**src/rtl/laneswitch_pkg.sv**
```systemverilog
// Shared types for the lane switch ownership controller: FSM state encoding
// and the lane select encoding driven onto the lane switch.
package laneswitch_pkg;

    typedef enum logic [2:0] {
        OWN0   = 3'd0,
        OWN1   = 3'd1,
        DRAIN  = 3'd2,
        FLIP   = 3'd3,
        SETTLE = 3'd4,
        ERROR  = 3'd5
    } ls_state_t;

    localparam logic LS_LANE0 = 1'b0;
    localparam logic LS_LANE1 = 1'b1;

endpackage

```
**src/rtl/laneswitch_idle_cnt.sv**
```systemverilog
// Saturating counter of consecutive idle cycles of the lane switch; done marks
// the cycle that completes DRAIN_CYCLES idle cycles in a row.
module laneswitch_idle_cnt #(
    parameter int DRAIN_CYCLES = 2
) (
    input  logic clk,
    input  logic reset,
    input  logic en,
    input  logic active,
    output logic done
);

    localparam int CW = (DRAIN_CYCLES > 1) ? $clog2(DRAIN_CYCLES) : 1;
    localparam logic [CW-1:0] LAST = CW'(DRAIN_CYCLES - 1);

    logic [CW-1:0] idle_q;

    // Cleared outside the drain window so every drain starts from zero.
    always_ff @(posedge clk or negedge reset) begin
        if (!reset) begin
            idle_q <= '0;
        end else if (!en || active) begin
            idle_q <= '0;
        end else if (idle_q != LAST) begin
            idle_q <= idle_q + CW'(1);
        end
    end

    assign done = en && !active && (idle_q == LAST);

endmodule

```
**src/rtl/laneswitch_ctrl.sv**
```systemverilog
// Ping-pong ownership controller for the two-lane memory lane switch.
// Define LANESWITCH_CTRL_TIMEOUT_EN to build the drain watchdog.
module laneswitch_ctrl
    import laneswitch_pkg::*;
#(
    parameter int DRAIN_CYCLES   = 2,
    parameter int TIMEOUT_CYCLES = 256,
    parameter int COUNT_WIDTH    = 16
) (
    input  logic                   clk,
    input  logic                   reset,
    input  logic                   lane0_done,
    input  logic                   lane1_done,
    input  logic                   active,
    input  logic                   fault,
    output logic                   switch,
    output logic                   lane0_grant,
    output logic                   lane1_grant,
    output logic                   busy,
    output logic                   error,
    output logic                   timeout,
    output logic [COUNT_WIDTH-1:0] swap_count,
    output ls_state_t              dbg_state
);

    // Out-of-range drain lengths fall back to the nearest usable value.
    localparam int DRAIN_EFF = (DRAIN_CYCLES < 1) ? 1 :
                               (DRAIN_CYCLES > TIMEOUT_CYCLES) ? TIMEOUT_CYCLES : DRAIN_CYCLES;

    ls_state_t state_q, state_d;
    logic      drain_done;
    logic      wd_expired;

    laneswitch_idle_cnt #(
        .DRAIN_CYCLES(DRAIN_EFF)
    ) u_idle_cnt (
        .clk   (clk),
        .reset (reset),
        .en    (state_q == DRAIN),
        .active(active),
        .done  (drain_done)
    );

`ifdef LANESWITCH_CTRL_TIMEOUT_EN
    localparam int WW = $clog2(TIMEOUT_CYCLES + 1);

    logic [WW-1:0] wd_q;
    logic          timeout_q;

    always_ff @(posedge clk or negedge reset) begin
        if (!reset) begin
            wd_q      <= '0;
            timeout_q <= 1'b0;
        end else begin
            wd_q      <= (state_q == DRAIN) ? wd_q + WW'(1) : '0;
            // A simultaneous fault wins, so the cause is then not the watchdog.
            timeout_q <= timeout_q | (wd_expired && !fault);
        end
    end

    assign wd_expired = (state_q == DRAIN) && (wd_q == WW'(TIMEOUT_CYCLES - 1));
    assign timeout    = timeout_q;
`else
    assign wd_expired = 1'b0;
    assign timeout    = 1'b0;
`endif

    // Handshake: a lane owns the buffer while its grant is high; it releases
    // by holding done high for at least one cycle while granted. done from a
    // lane that is not granted is ignored, and a grant never returns until
    // the lane switch has drained and the select has flipped.
    always_comb begin
        state_d = state_q;
        case (state_q)
            OWN0:    if (lane0_done) state_d = DRAIN;
            OWN1:    if (lane1_done) state_d = DRAIN;
            DRAIN: begin
                if (wd_expired)      state_d = ERROR;
                else if (drain_done) state_d = FLIP;
            end
            FLIP:    state_d = SETTLE;
            SETTLE:  state_d = (switch == LS_LANE1) ? OWN1 : OWN0;
            ERROR:   state_d = ERROR;
            default: state_d = ERROR;
        endcase
        if (fault) begin
            state_d = ERROR;
        end
    end

    always_ff @(posedge clk or negedge reset) begin
        if (!reset) begin
            state_q     <= OWN0;
            switch      <= LS_LANE0;
            lane0_grant <= 1'b1;
            lane1_grant <= 1'b0;
            busy        <= 1'b0;
            error       <= 1'b0;
            swap_count  <= '0;
        end else begin
            state_q     <= state_d;
            lane0_grant <= (state_d == OWN0);
            lane1_grant <= (state_d == OWN1);
            busy        <= state_d inside {DRAIN, FLIP, SETTLE};
            error       <= (state_d == ERROR);
            if (state_q == FLIP && state_d == SETTLE) begin
                switch <= ~switch;
            end
            if (state_q == SETTLE && state_d != ERROR) begin
                swap_count <= swap_count + COUNT_WIDTH'(1);
            end
        end
    end

    assign dbg_state = state_q;

endmodule

```
**config.mk**
```make
export PLATFORM = sky130hd
export DESIGN_NAME = laneswitch_ctrl
export DESIGN_NICKNAME = d
export VERILOG_FILES = /design/src/rtl/laneswitch_pkg.sv /design/src/rtl/laneswitch_idle_cnt.sv /design/src/rtl/laneswitch_ctrl.sv
export SDC_FILE = /design/constraint.sdc
export NUM_CORES = 1
export LEC_CHECK = 0
export CAP_MARGIN = 20
export CELL_PAD_IN_SITES_DETAIL_PLACEMENT = 0
export CELL_PAD_IN_SITES_GLOBAL_PLACEMENT = 1
export CORE_AREA = 2 2 59 61
export DETAILED_ROUTE_END_ITERATION = 10
export DIE_AREA = 0 0 61 63
export GPL_ROUTABILITY_DRIVEN = 1
export PLACE_DENSITY = 0.83
export SYNTH_ARGS = -nofsm -noshare
export SYNTH_HDL_FRONTEND = slang
export SYNTH_SLANG_ARGS = --single-unit
```
**constraint.sdc**
```tcl
create_clock -name clk -period 1.6 [get_ports clk]
set_input_delay 0.4 -clock clk [delete_from_list [all_inputs] [get_ports clk]]
set_output_delay 0.4 -clock clk [all_outputs]
set_load 0.01 [all_outputs]
```
# After elaboration in Yosys (flattened, before gate mapping)
# Index checks and enable logic that the tools add are counted.
[totals]
reg_bits = 25
inputBits = 6
output_inout_bits = 25
word_cells = 39
[op_classes]
n_addsub = 2
eq_ne = 10
mux = 8
bitwise = 1
reduce_logical = 10
[op_table]
columns = ["operator", "count"]
rows = [
  ["16-bit by 1-bit adder with 16-bit output (second input constant)", 1],
  ["3-bit one-hot mux with 5 select lines", 1],
  ["3-bit by 2-bit equality test with 1-bit output (second input constant)", 4],
  ["3-bit two-way mux", 4],
  ["3-bit equality test (second input constant)", 3],
  ["3-bit by 1-bit equality test with 1-bit output (second input constant)", 2],
  ["3-bit zero test", 2],
  ["1-bit logical AND", 4],
  ["1-bit two-way mux", 3],
  ["3-bit != test (second input constant)", 1],
  ["3-bit nonzero test", 1],
  ["1-bit zero test", 2],
  ["1-bit adder (second input constant)", 1],
  ["1-bit logical OR", 1],
  ["1-bit inverter", 1],
]

# Logic depth before layout (Yosys ltp)
[logic_depth]
depth_word = 8
mapped_depth = 5
ltp_nobuf = 4

# By module
# From an unflattened synthesis, not the netlist that was laid out.
[hier_totals]
cells_unflattened = 102
hier_area_um2 = 1187.4
[by_module_without_submodules]
columns = ["mod", "n_inst", "cells_each", "area_each_um2"]
rows = [
  ["laneswitch_ctrl", 1, 99, 1147.4],
  ["laneswitch_idle_cnt", 1, 3, 40.0],
]

# Worst setup path before layout
# No wires, ideal clock.
[synth_path]
kind = "reg2reg"
start = "register state_q[0] (netlist: dbg_state[0])"
end = "register swap_count[5]"
t_arrival_ns = 1.339
t_required_ns = 1.475
path_slack_ns = 0.136
stages_incl_launch_ff = 6
path_buffers = 1
period_less_slack_ns = 1.464
path_cell_list = "dfrtp_1 nor4b_4 and3_1 buf_4 nand4_2 xnor2_1"
[synth_via]
elab_chain_len = 8
[synth_rtl]
columns = ["item", "line_no", "source"]
rows = [
  ["start, declared", "laneswitch_ctrl.sv:30", "ls_state_t state_q, state_d;"],
  ["start signal, assigned", "laneswitch_ctrl.sv:101", "state_q <= state_d;"],
  ["3-bit by 2-bit equality test with 1-bit output", "laneswitch_ctrl.sv:39, laneswitch_ctrl.sv:74", ""],
  ["1-bit logical AND (2 in a row)", "laneswitch_idle_cnt.sv:29", "assign done = en && !active && (idle_q == LAST);"],
  ["3-bit two-way mux", "laneswitch_ctrl.sv:79", "else if (drain_done) state_d = FLIP;"],
  ["3-bit one-hot mux with 5 select lines", "laneswitch_ctrl.sv:74", "case (state_q)"],
  ["3-bit two-way mux", "laneswitch_ctrl.sv:86", "if (fault) begin"],
  ["3-bit != test", "laneswitch_ctrl.sv:109", "if (state_q == SETTLE && state_d != ERROR) begin"],
  ["1-bit logical AND *", "laneswitch_ctrl.sv:109", ""],
  ["end signal, assigned", "laneswitch_ctrl.sv:110", "swap_count <= swap_count + COUNT_WIDTH'(1);"],
  ["end, declared", "laneswitch_ctrl.sv:22", "output logic [COUNT_WIDTH-1:0] swap_count,"],
]
# Every way passes the cells marked *; elsewhere a longest branch is shown, timed or not.
# A chain may end at the register's enable or synchronous reset.

# Worst setup path in the final report
[layout_path]
start = "input port fault"
end = "register swap_count[10]"
[layout_via]
elab_chain_len = 3
[layout_rtl]
columns = ["item", "line_no", "source"]
rows = [
  ["start, declared", "laneswitch_ctrl.sv:15", "input logic fault,"],
  ["3-bit two-way mux", "laneswitch_ctrl.sv:86", ""],
  ["3-bit != test", "laneswitch_ctrl.sv:109", ""],
  ["1-bit logical AND", "laneswitch_ctrl.sv:109", ""],
]
# No other way between the ends.

==> flow_metrics.tcl <==
set metrics [dict create \
    utilization_pct 50.2 \
    start_kind "primary input" \
    route.detailed.drc 0 \
    avgSynthCellArea_um2 11.2 \
    wl_per_cell_um 11.7 \
    dpl.hpwl_mm 1.60 \
    drive_gt1_share_pct 23.0 \
    syn_nets 106 \
    routed_via_density 4.66 \
    setup_slack_ps 67.2 \
    layout.nets 160 \
    routabilityCongestion 0.729 \
    cts_buffers 3 \
    initial_core_util_pct 34.2 \
    cts_tree "built" \
    arrival_ps 1750 \
    path_clk_slew_ps 130 \
    yosysUniqueCellTypes 28 \
    maxCapViolCount 0 \
    grt_pass1_vias 930 \
    min_path_type "primary input to async pin" \
    ir_worst_vdd_mv 0.463 \
    synth_seq_area_share_pct 56.7 \
    ys_ff_latch 25 \
    ys_warn_count 0 \
    r2r_setup_slack_ps 100 \
    rsz0062_at_grt "false" \
    die_area_um2 3840 \
    grt_start_max_net_pins 26 \
    wl_mm 2.32 \
    syn_area_um2 1110 \
    timing.hold.ws_ps 425 \
    clk_path_buf_depth 2 \
    vias 922 \
    max_freq_ghz 0.652 \
    period_needed_ps 1530 \
    grt_pass1_wl_mm 4.03 \
    worstPathRequired_ps 1820 \
    rr_worst_depth 5 \
    hold_buffers 0 \
    syn_to_final_growth_pct 46.7 \
    power_density_nw_per_um2 600 \
    h-tree-depth 1 \
    finalCritPeriodShare_pct 95.8 \
    die_h_um 63 \
    synth_top_area_share_pct 54.3 \
    status "finished, final reports clean" \
    drt_iter0_markers 12 \
    synthesis.instances 99 \
    leakage_nw 0.841 \
    r2r-end "swap_count[10]$_DFFE_PN0P_" \
    antenna_found_initial 0 \
    place_inst 175 \
    fp-row-count 21 \
    stdcell_count 198 \
    insertion_delay_ps 310 \
    hold_viol 0 \
    first_pass_iters 4 \
    endpoint_kind "flop" \
    io_buffers 29 \
    gr-total-overflow 0 \
    fin_worst_skew_ps 7.82 \
    cts_root_buffer "clkbuf_4" \
    crit_type "primary input to flop" \
    antenna_cells 0 \
    synth_top_area_cell "dfrtp_1" \
    post_synth_main_area_contributors "dfrtp_1 54%, xnor2_1 10%, nand3_1 3.6%" \
    mostFrequentLayoutCells "25 x buf_4, 23 x dfrtp_1, 23 x dlygate4sd2_1" \
    ant_nets 0 \
    die_x_um 61 \
    setup-violations-final 0 \
    critPathMaxFanout 5 \
    layout_commonest_cell "buf_4" \
    slew_violations 0 \
    cts_sinks 25 \
    core-area_um2 3230 \
    io_pins 31 \
    pre_cts_ws_ps -368 \
    final_area_um2 1620 \
    r2r_start "dbg_state[0]$_DFF_PN0_" \
    track_usage_pct 13.8 \
    postPlaceCellArea_um2 1470 \
]
where the power goes:
part | total [W] | internal (W) | switching [W]
Combinational | 0.0000632 | 0.0000312 | 0.0000320
Sequential | 0.000640 | 0.000637 | 0.00000276
Clock | 0.000270 | 0.0000973 | 0.000173
Total | 0.000974 | 0.000766 | 0.000208
worst max-delay path, stage by stage:
cell             delay, ps
clkdlybuf4s50_1        460
nor4b_4                340
and2_2                 250
nand4_1                140
xnor2_1                150
what timing repair did:
item	4_1_cts	5_1_grt
gates cloned	0	0
setup endpoints to repair	27	8
buffers inserted	19	0
gates resized for setup	25	3
logic make-up after synthesis:
logic type / count (synthesis) / synth area share, %
muxes: 1 / 1.02
other: 1 / 0.339
and+or+nand+nor: 40 / 20.7
DFF: 25 / 56.7
xor gates and xnor gates: 16 / 12.7
adders and majority gates: 1 / 1.13
buffers and inverters: 6 / 2.71
AOI/OAI and AO/OA: 9 / 4.75
how the worst max path moves through the flow:
stage                              start                         end  slack, ps
3_5_place_dp                       fault  swap_count[15]$_DFFE_PN0P_       -370
3_3_place_gp                       fault   swap_count[9]$_DFFE_PN0P_       -330
5_1_grt        swap_count[3]$_DFFE_PN0P_  swap_count[14]$_DFFE_PN0P_          8
2_1_floorplan     dbg_state[0]$_DFF_PN0_   swap_count[5]$_DFFE_PN0P_        140
6_report                           fault  swap_count[10]$_DFFE_PN0P_         70
4_1_cts            lane1_grant$_DFF_PN0_                 lane1_grant          2
flip-flops by register name (all words and copies together), names as in the netlist:
signal	flops
swap_count	16
dbg_state	3
busy	1
error	1
lane0_grant	1
lane1_grant	1
switch	1
u_idle_cnt.idle_q	1
synthesized netlist by cell type:
cell type  count
dfrtp_1       24
xnor2_1       13
nand3_1        8
nand2_1        7
nor2_1         7
nand4_1        4
o21ai_0        4
and3_1         3
clkbuf_1       3
nor3_1         3
xor2_1         3
a21oi_1        2
buf_4          2
nand2b_1       2
a2111oi_0      1
a31oi_1        1
and2_1         1
conb_1         1
dfstp_2        1
ha_1           1
inv_1          1
mux2_2         1
nand4_2        1
nor2b_1        1
nor3b_1        1
nor4b_1        1
nor4b_4        1
o21bai_1       1
metal layers:
metal | vias to the layer above | routed length (µm) | GRT usage, %
met3 | 4 | 135 | 4.35
met2 | 30 | 1120 | 21.8
li1 | 441 | - | -
met4 | 0 | 12 | 2.99
met1 | 447 | 1050 | 18.3
met5 | - | 0 | 0
per-stage QoR:
step,setup TNS [ps],power (W)
after floorplan,0,0.000668
after global placement,-3900,0.000712
after detailed placement,-4250,0.000712
after CTS,0,0.000991
after global routing,0,0.00102
final,0,0.000974
final cells by class:
class                      instances  area (µm²)
clock buffer                       4        26.3
timing repair buffer              54         452
fill                             317        1610
tap                               46        57.6
multi-input combinational         68         455
sequential                        25         628
inverter                           1        3.75
No activity file was read; power rests on OpenSTA's default activity.
